[src/rtl/alu_op_sequencer.sv]
// alu_op_sequencer
//   Requester-side front end for an iterative ALU. Accepts one operation per
//   valid/ready handshake, drives registered operands/opcode to the ALU, pulses
//   the MOD unit restart, waits the op latency, then returns the ALU result on a
//   valid/ready response channel.
//
// Ports
//   clk, rst            clock; synchronous active-low reset
//   req_valid/req_ready request handshake (ready only while IDLE)
//   req_a, req_b, req_op operands and opcode
//                       (000 AND,001 OR,010 XOR,011 NOR,100 SLT,101 ADD,110 SUB,111 MOD)
//   alu_a, alu_b, alu_op registered operands/opcode to the ALU
//   alu_rst             active-low restart to the ALU MOD unit
//   alu_s               ALU result
//   rsp_valid/rsp_ready response handshake
//   rsp_data, rsp_err   captured result; err = MOD with B==0
//   busy                high in any state other than IDLE
//
// Configuration
//   ALU_SEQ_CHECK_EN    adds chk_mismatch output and a golden result model; a
//                       capture that disagrees with the model sets chk_mismatch
//                       sticky until reset (MOD by zero never flags).
module alu_op_sequencer #(
  parameter int WIDTH     = 32,
  parameter int COMB_WAIT = 1,
  parameter int MOD_WAIT  = 64,
  parameter int CNT_W     = 8
) (
  input  logic             clk,
  input  logic             rst,
  input  logic             req_valid,
  output logic             req_ready,
  input  logic [WIDTH-1:0] req_a,
  input  logic [WIDTH-1:0] req_b,
  input  logic [2:0]       req_op,
  output logic [WIDTH-1:0] alu_a,
  output logic [WIDTH-1:0] alu_b,
  output logic [2:0]       alu_op,
  output logic             alu_rst,
  input  logic [WIDTH-1:0] alu_s,
  output logic             rsp_valid,
  input  logic             rsp_ready,
  output logic [WIDTH-1:0] rsp_data,
  output logic             rsp_err,
`ifdef ALU_SEQ_CHECK_EN
  output logic             chk_mismatch,
`endif
  output logic             busy
);

  localparam logic [2:0]       OP_MOD = 3'b111;
  localparam logic [CNT_W-1:0] COMB_N = CNT_W'(COMB_WAIT);
  localparam logic [CNT_W-1:0] MOD_N  = CNT_W'(MOD_WAIT);

  typedef enum logic [1:0] {IDLE, LOAD, WAIT, RESP} state_t;

  state_t           state;
  logic [CNT_W-1:0] cnt;
  logic             err;

`ifdef ALU_SEQ_CHECK_EN
  function automatic logic [WIDTH-1:0] golden(input logic [WIDTH-1:0] a,
                                              input logic [WIDTH-1:0] b,
                                              input logic [2:0]       op);
    logic signed [WIDTH-1:0] sa;
    logic signed [WIDTH-1:0] sb;
    sa = a;
    sb = b;
    case (op)
      3'b000:  golden = a & b;
      3'b001:  golden = a | b;
      3'b010:  golden = a ^ b;
      3'b011:  golden = ~(a | b);
      3'b100:  golden = {{(WIDTH-1){1'b0}}, (sa < sb)};
      3'b101:  golden = a + b;
      3'b110:  golden = a - b;
      default: golden = (b == '0) ? '0 : (a % b);
    endcase
  endfunction
`endif

  assign req_ready = (state == IDLE);
  assign busy      = (state != IDLE);

  always_ff @(posedge clk) begin
    if (!rst) begin
      state     <= IDLE;
      alu_a     <= '0;
      alu_b     <= '0;
      alu_op    <= 3'b000;
      alu_rst   <= 1'b0;
      rsp_valid <= 1'b0;
      rsp_data  <= '0;
      rsp_err   <= 1'b0;
      err       <= 1'b0;
      cnt       <= '0;
`ifdef ALU_SEQ_CHECK_EN
      chk_mismatch <= 1'b0;
`endif
    end else begin
      case (state)
        IDLE: begin
          alu_rst <= 1'b1;
          if (req_valid) begin
            alu_a   <= req_a;
            alu_b   <= req_b;
            alu_op  <= req_op;
            err     <= (req_op == OP_MOD) && (req_b == '0);
            // Restart pulse is presented during LOAD only for MOD.
            alu_rst <= (req_op != OP_MOD);
            state   <= LOAD;
          end
        end
        LOAD: begin
          alu_rst <= 1'b1;
          // WAIT spends one cycle at count zero before capturing, so the
          // result is sampled N cycles after restart release plus a settle cycle.
          cnt     <= (alu_op == OP_MOD) ? MOD_N : COMB_N;
          state   <= WAIT;
        end
        WAIT: begin
          alu_rst <= 1'b1;
          if (cnt != '0) begin
            cnt <= cnt - 1'b1;
          end else begin
            rsp_data  <= alu_s;
            rsp_err   <= err;
            rsp_valid <= 1'b1;
            state     <= RESP;
`ifdef ALU_SEQ_CHECK_EN
            if (!err && (alu_s != golden(alu_a, alu_b, alu_op)))
              chk_mismatch <= 1'b1;
`endif
          end
        end
        RESP: begin
          alu_rst <= 1'b1;
          if (rsp_ready) begin
            rsp_valid <= 1'b0;
            state     <= IDLE;
          end
        end
        default: state <= IDLE;
      endcase
    end
  end

endmodule
[config.mk]
export PLATFORM = sky130hd
export DESIGN_NAME = alu_op_sequencer
export DESIGN_NICKNAME = d
export VERILOG_FILES = /design/src/rtl/alu_op_sequencer.sv
export SDC_FILE = /design/constraint.sdc
export NUM_CORES = 1
export LEC_CHECK = 0
export ABC_CLOCK_PERIOD_IN_PS = 2150
export CORE_ASPECT_RATIO = 0.6
export CORE_MARGIN = 1
export CORE_UTILIZATION = 41
export DETAILED_ROUTE_END_ITERATION = 8
export PLACE_DENSITY = 0.81
export SETUP_SLACK_MARGIN = 0.1
export SLEW_MARGIN = 20
export SYNTH_ARGS = -nofsm -noshare
export SYNTH_HDL_FRONTEND = slang
export SYNTH_SLANG_ARGS = --single-unit
export TNS_END_PERCENT = 30
[constraint.sdc]
create_clock -name clk -period 2.15 [get_ports clk]
set_input_delay 0.43 -clock clk [delete_from_list [all_inputs] [get_ports clk]]
set_output_delay 0.43 -clock clk [all_outputs]
set_load 0.03 [all_outputs]
==> results.yml, run 1 <==
hold_path:
  hp-class: "reg2reg"
  whs_path_depth: 2
global_routing:
  grt_max_degree: 69
  grt_pass1_vias: 4187
  grt-ovfl-total: 0
  grt_pass1_wl_um: 20070
  antenna_found_initial: 0
  grt_use_total_pct: 23.67
drt:
  dr.pass1.iters: 4
  route.vias.total: 4367
  post-route-drc-count: 0
  final_antenna_net_count: 0
  wl_per_cell_um: 14.35
  vias_per_cell: 4.918
  drt_iter0_drc: 228
  drt_wl_total_um: 12750
yosys:
  synth_edf_count: 0
  netlist_area_sq_um: 4300
  syn_avg_cell_area_sq_um: 7.978
  synth.distinct_cells: 41
  ys_ff_latch: 113
  synth_top_area_cell: "dfxtp_1"
  synth-seq-area-share_pct: 52.60
  synth-main-ff-cell: "dfxtp_1"
  synth_top_area_share_pct: 52.60
  syn-num-nets: 649
  yosys_warnings: 0
  synthesis.instances: 539
  async_reset_ff_share_pct: 0
  synth.area.top_cells: "dfxtp_1, nand2_1, a21oi_1"
clock_tree:
  tritoncts: "done"
  cts_buffers: 17
  clock_path_buffers: 2
  clk_latency_ns: 0.41
  hold_buffers: 0
  cts.htree.levels: 4
  clkTransAtPathRegs_ns: 0.06
  clock-sinks: 113
  clockRootBuffer: "clkbuf_16"
power:
  clkPwrFrac_pct: 28.2
  power_per_cell_area_nw_per_um2: 1274
  p_leak_nw: 2.549
  power_mw: 8.977
  comb_power_share_pct: 40.8
  power_switching_mw: 3.466
  sw_frac_of_total_pct: 38.61
  ir_worst_vdd_mv: 0.8453
  seqPwrFrac_pct: 31.0
  internal-power_mw: 5.511
flow_run:
  drv_cap: 0
floorplan:
  fp.dieW_um: 134.2
  design.core.area_sq_um: 10020
  die_area_sq_um: 10920
  row_count: 28
  die_h_um: 81.33
  start_util_pct: 42.92
  io_pins: 207
layout:
  layout_common_cells: "nand2_1, clkdlybuf4s50_1, dfxtp_1, a21oi_1, clkbuf_16"
  final_common_cell: "nand2_1"
  fin_util_pct: 70.34
  finalNetCount: 850
  layout.cells.non_filler: 888
  drive_gt1_share_pct: 7.437
  synthToLayoutAreaGrowth_pct: 63.89
  diodes: 0
worst_setup_path:
  worst_r2r_path_depth: 7
  path_cells: "inv_1, ha_1, dlygate4sd2_1"
  crit_cells: 3
  crit_slowest_cell: "dfxtp_1"
  regToRegSetupSlack_ns: 0.31
  path_delay_family: "buffers and inverters"
  critPathMaxStageDelay_ns: 0.40
  end_kind: "output pin"
  crit_fanout: 4
  arrival_ns: 1.56
  path_class: "reg2out"
  cp_data_required_time_ns: 1.72
  worst_setup_path_start_kind: "register"
  worst-path-buf-inv: 2
placement:
  numPlacedInstances: 856
  dp_slack_ns: -0.008429
  port_buffers: 206
  dp_hpwl_um: 9202
  gp_congestion: 0.8577
sta:
  worst_pin_slew_ns: 0.5155
  slew_violations: 0
  finalHoldViolCount: 0
  skew_ns: 0.01270
  setup_viol_count_final: 0
  rsz0062_at_grt: "yes"
  period_minus_slack_ns: 1.990
  post-route-period-util_pct: 92.58
  relSlewSlack_pct: 65.37
  fmax_mhz: 502.4
  fin_ws_ns: 0.1596
status:
  outcome: "finished clean"
==> kinds of logic (layout without fill, tap and decap cells) <==
logic type	after synthesis	count (layout)	synth area share, %
and+or+nand+nor	245	245	24.06
AOI/OAI and AO/OA	128	128	16.44
buffers and inverters	45	259	4.655
adders and majority gates	7	7	2.037
xor gates and xnor gates	1	1	0.2037
DFF	113	113	52.60
==> routing by layer <==
metal | routed length (um) | global-route usage (%)
met1 | 5718 | 28.65
met2 | 5932 | 38.50
met3 | 893 | 8.302
met4 | 201 | 10.34
met5 | 0 | 0
==> layout make-up <==
type | instances | area (sq um)
fill | 816 | 2972
multi-input combinational | 381 | 1842
timing repair buffer | 217 | 2188
sequential | 113 | 2262
inverter | 10 | 38.79
clock inverter | 14 | 108.9
clock buffer | 18 | 439.2
tap | 135 | 168.9
==> registers in the layout (all words and copies together), names as in the netlist <==
signal     flops
cnt            8
alu_a         32
rsp_err        1
alu_op         3
err            1
rsp_data      32
alu_b         32
alu_rst        1
state          2
rsp_valid      1
==> synth_stat cells (all sizes together) (2+ instances only) <==
| cell | number |
|---|---|
| a21oi | 111 |
| buf | 8 |
| clkbuf | 27 |
| dfxtp | 113 |
| ha | 7 |
| inv | 10 |
| nand2 | 208 |
| nand2b | 2 |
| nand3 | 4 |
| nor2 | 4 |
| nor3 | 4 |
| nor4 | 8 |
| o21ai | 4 |
| o41ai | 2 |
| or2 | 3 |
| or3 | 3 |
| or4 | 2 |
==> tightest hold or removal path, delay by kind of cell (launching register included) <==
| family | cells | cell delay [ns] |
|---|---|---|
| DFF | 1 | 0.30 |
| and+or+nand+nor | 1 | 0.05 |
| AOI/OAI and AO/OA | 1 | 0.05 |
==> timing repair <==
action,in CTS,in global routing
endpoints found under the setup margin,2,2
gates cloned,0,0
gates resized for setup,2,2
buffers inserted,0,0
==> power groups by stage <==
stage,combinational (mW),sequential [mW],clock [mW]
finish,3.66,2.78,2.53
global route,3.95,2.84,2.69
CTS,3.68,2.78,2.57
detailed placement,3.68,2.82,0
global placement,3.60,2.79,0
floorplan,1.65,3.46,0
==> path summary, 6_finish.rpt <==
path,startpoint,to
min reg2reg,rsp_data[28],rsp_data[28]
max reg2reg,cnt[0],rsp_data[23]
max,state[0],req_ready
min,rsp_data[28],rsp_data[28]
==> per-stage QoR <==
stage	hold WS [ns]	area [sq um]	setup TNS, ns
2_1_floorplan	0.4321	4300	0
3_3_place_gp	0.4403	6506	-0.02944
3_5_place_dp	0.4463	6506	-0.008429
4_1_cts	0.4530	7052	0
5_1_grt	0.4699	7048	0
6_report	0.4508	7048	0
Note: power is estimated with default switching activity, not from simulation.
==> run 2, diff against run 1 <==
Settings changed: ABC_CLOCK_PERIOD_IN_PS 2150 to 2100.
Clock period 2.15 ns to 2.1 ns, I/O delays scaled along.
==> run 2 against run 1 <==
Against the previous run: sequential share of layout area rose by 0.10 points; critical path depth did not move; critical path type unchanged; largest power group unchanged; design area down 0.32%; combinational power is 1% higher; non-clock buffer count decreased by 1; clock power is 2% higher; clock skew down 0.0026 ns; worst setup slack got worse by 0.020 ns.
==> results.yml, run 2 (same netlist as run 1, synthesis figures left out) <==
status:
  outcome: "finished clean"
floorplan:
  design.core.area_sq_um: 10020
  die_h_um: 81.33
  fp.dieW_um: 134.2
  start_util_pct: 42.92
  row_count: 28
  io_pins: 207
  die_area_sq_um: 10920
worst_setup_path:
  worst_setup_path_start_kind: "register"
  path_class: "reg2out"
  crit_fanout: 4
  end_kind: "output pin"
  worst_r2r_path_depth: 7
  regToRegSetupSlack_ns: 0.25
  path_cells: "inv_1, ha_1, dlygate4sd2_1"
  crit_slowest_cell: "dlygate4sd2_1"
  critPathMaxStageDelay_ns: 0.43
  arrival_ns: 1.54
  cp_data_required_time_ns: 1.68
drt:
  post-route-drc-count: 0
  drt_iter0_drc: 237
  vias_per_cell: 5.024
  final_antenna_net_count: 0
  route.vias.total: 4436
  dr.pass1.iters: 5
  wl_per_cell_um: 14.49
  drt_wl_total_um: 12790
layout:
  synthToLayoutAreaGrowth_pct: 63.37
  fin_area_sq_um: 7025
  layout.cells.non_filler: 883
  diodes: 0
  final_common_cell: "nand2_1"
  reg_top3: "alu_a x32, alu_b x32, rsp_data x32"
  drive_gt1_share_pct: 6.684
  fin_util_pct: 70.12
  finalNetCount: 849
  layout_common_cells: "nand2_1, clkdlybuf4s50_1, dfxtp_1, a21oi_1, clkbuf_16"
sta:
  skew_ns: 0.01005
  fin_ws_ns: 0.1400
  finalHoldViolCount: 0
  post-route-period-util_pct: 93.33
  worst_pin_slew_ns: 0.5110
  setup_viol_count_final: 0
  rsz0062_at_grt: "yes"
  whs_ns: 0.4513
  slew_violations: 0
  period_minus_slack_ns: 1.960
  fmax_mhz: 510.2
  finalSetupTns_ns: 0
  relSlewSlack_pct: 65.80
global_routing:
  antenna_found_initial: 0
  grt_pass1_vias: 4098
  grt-ovfl-total: 0
  grt_max_degree: 94
  grt_pass1_wl_um: 19890
  grt_use_total_pct: 23.52
clock_tree:
  clkTransAtPathRegs_ns: 0.05
  cts_resized: 5
  cts_buffers: 17
  clock-sinks: 113
  cts.htree.levels: 4
  clk_latency_ns: 0.40
  tritoncts: "done"
  post_cts_buffers: 0
  clock_path_buffers: 2
  hold_buffers: 0
  clockRootBuffer: "clkbuf_16"
power:
  power_per_cell_area_nw_per_um2: 1301
  p_leak_nw: 2.555
  power_mw: 9.139
  ir_worst_vdd_mv: 0.6981
hold_path:
  hp-class: "reg2reg"
  whs_path_depth: 2
placement:
  port_buffers: 206
  dp_hpwl_um: 9171
  numPlacedInstances: 855
  dp_slack_ns: -0.1098
  placed_area_sq_um: 6499
  gp_congestion: 0.8508
flow_run:
  drv_cap: 0
[run 2: cell types whose count changed in the layout (fill, tap and decap cells not counted), sizes merged]
cell / previous run / this run
bufinv: 0 / 1
clkinv: 8 / 6
clkinvlp: 5 / 1
clkbuf: 19 / 21
inv: 11 / 9
[run 2: report_power, final]
| part | internal (mW) | leakage (nW) | total [mW] | switching, mW |
|---|---|---|---|---|
| logic | 1.50 | 1.37 | 3.71 | 2.22 |
| registers | 2.58 | 0.922 | 2.85 | 0.275 |
| clock network | 1.68 | 0.266 | 2.57 | 0.894 |
[run 2: path summary, 6_finish.rpt]
kind	start	to
worst min register to register	rsp_data[12]	rsp_data[12]
worst min-delay path	rsp_data[12]	rsp_data[12]
worst max register to register	state[0]	cnt[3]
worst max-delay path	state[0]	req_ready
[run 2: worst max-delay path: cells and delay by family (launching register included)]
family / cells / cell delay [ns]
buf+inv: 2 / 0.56
flops: 1 / 0.34
fa+ha+maj: 1 / 0.25
[run 2: layout make-up]
cell class	instances	area, sq um
Inverter	10	38.79
Multi-Input combinational cell	381	1842
Tap cell	135	168.9
Clock buffer	21	470.5
Clock inverter	7	62.56
Sequential cell	113	2262
Fill cell	806	2994
Timing Repair Buffer	216	2181
[run 2: per-layer routing]
metal  track usage [%]  routed length, um  vias to the layer above
met5                 0                  0                        -
met4             8.539                 85                        0
met3             8.614               1100                       10
met2             38.96               6125                      161
met1             28.31               5479                     2080
li1                  -                  -                     2185
==> run 3, diff against run 2 <==
Settings changed: ABC_CLOCK_PERIOD_IN_PS 2100 to 2300, CORE_UTILIZATION 41 to 44, PLACE_DENSITY 0.81 to 0.86.
Clock period 2.1 ns to 2.3 ns, I/O delays scaled along.
==> run 3 against run 2 <==
Against the previous run: routed wire length rose by 4.0%; first-iteration DRC count decreased by 2.1%; hold slack worse by 0.00077 ns; critical endpoint is now busy; power shrank 3.2%; clock power grew 9.3%; via count is 0.79% lower.
==> results.yml, run 3 (same netlist as run 1, synthesis figures left out) <==
clock_tree:
  post_cts_buffers: 0
  clock-sinks: 113
  tritoncts: "done"
  cts_resized: 2
  clk_latency_ns: 0.40
  hold_buffers: 0
  cts_buffers: 17
  clockRootBuffer: "clkbuf_16"
  cts.htree.levels: 4
  clock_path_buffers: 2
  clkTransAtPathRegs_ns: 0.05
floorplan:
  io_pins: 207
  row_count: 27
  design.core.area_sq_um: 9324
  die_h_um: 78.58
  start_util_pct: 46.12
  die_area_sq_um: 10190
  fp.dieW_um: 129.6
worst_setup_path:
  crit_start: "state[0]"
  end_kind: "output pin"
  path_delay_family: "buffers and inverters"
  crit_slowest_cell: "dlygate4sd2_1"
  worst_setup_path_start_kind: "register"
  arrival_ns: 1.63
  cp_data_required_time_ns: 1.84
  path_class: "reg2out"
  crit_fanout: 4
  worst-path-buf-inv: 3
  path_cells: "inv_1, ha_1, inv_1, dlygate4sd2_1"
  critPathMaxStageDelay_ns: 0.42
  timing.rr.start: "cnt[0]"
  crit_top_cell: "inv_1"
hold_path:
  hp-start: "rsp_data[8]"
  hp-class: "reg2reg"
layout:
  synthToLayoutAreaGrowth_pct: 65.70
  final_common_cell: "nand2_1"
  layout_common_cells: "nand2_1, clkdlybuf4s50_1, dfxtp_1, a21oi_1, clkbuf_16"
  nFillCells: 677
  multi_input_area_sq_um: 1842
  fin_area_sq_um: 7126
  finalNetCount: 849
  fin_util_pct: 76.42
  diodes: 0
  reg_top3: "alu_a x32, alu_b x32, rsp_data x32"
  drive_gt1_share_pct: 6.782
  seq_area_sq_um: 2262
drt:
  route.vias.total: 4401
  drt_wl_total_um: 13300
  drt_iter0_drc: 232
  wl_per_cell_um: 15.08
  post-route-drc-count: 0
  vias_per_cell: 4.990
  dr.pass1.iters: 4
  final_antenna_net_count: 0
sta:
  skew_ns: 0.01504
  fmax_mhz: 477.4
  finalHoldViolCount: 0
  worst_pin_slew_ns: 0.5708
  relSlewSlack_pct: 61.81
  rsz0062_at_grt: "no"
  whs_ns: 0.4505
  setup_viol_count_final: 0
  period_minus_slack_ns: 2.095
  finalSetupTns_ns: 0
  post-route-period-util_pct: 91.08
  slew_violations: 0
flow_run:
  drv_cap: 0
placement:
  dp_hpwl_um: 9446
  placed_area_sq_um: 6492
  port_buffers: 206
  gp_congestion: 0.8186
power:
  power_per_cell_area_nw_per_um2: 1241
  ir_worst_vdd_mv: 0.7057
  p_leak_nw: 2.599
status:
  outcome: "finished clean"
global_routing:
  grt-ovfl-total: 0
  grt_pass1_vias: 4474
  grt_max_degree: 69
  grt_use_total_pct: 26.52
  antenna_found_initial: 0
  grt_pass1_wl_um: 20870
-- run 3: path summary, 6_finish.rpt --
check,end,slack (ns),depth (start not counted)
worst max-delay path,busy,0.21,4
worst max register to register,rsp_data[16],0.44,7
worst min-delay path,rsp_data[8],0.45,2
worst min register to register,rsp_data[8],0.45,2
-- run 3: worst register-to-register path, delay by kind of cell, from the launching register on --
| kind | cells | cell delay [ns] |
|---|---|---|
| and+or+nand+nor | 3 | 0.81 |
| buffers and inverters | 2 | 0.31 |
| DFF | 1 | 0.33 |
| AOI/OAI and AO/OA | 1 | 0.17 |
| adders and majority gates | 1 | 0.16 |
-- run 3: cell type report --
| type | count | area share, % |
|---|---|---|
| inverters | 10 | 0.5443 |
| clock inverters | 11 | 2.599 |
| clock buffers | 21 | 6.321 |
| multi-input cells | 381 | 25.85 |
| flip-flops and latches | 113 | 31.75 |
| repair buffers | 216 | 30.66 |
| well taps | 130 | 2.283 |
-- run 3: power breakdown --
group / switching [mW] / internal [mW] / total [mW]
sequential: 0.255 / 2.35 / 2.61
combinational: 2.06 / 1.37 / 3.42
clock: 0.870 / 1.94 / 2.81
-- run 3: per-stage QoR --
stage	instances	setup WS (ns)	power, mW
2_1_floorplan	539	0.4011	4.773
3_3_place_gp	850	0.1183	5.932
3_5_place_dp	850	0.03293	6.050
4_1_cts	882	0.1888	8.877
5_1_grt	882	0.1048	9.271
6_report	882	0.2051	8.842
-- run 3: routing by layer --
metal,global-route usage [%],vias to the layer above,wire length [um]
li1,-,2189,-
met2,45.35,149,6427
met5,0,-,0
met1,30.59,2039,5782
met3,7.430,24,820
met4,12.79,0,274
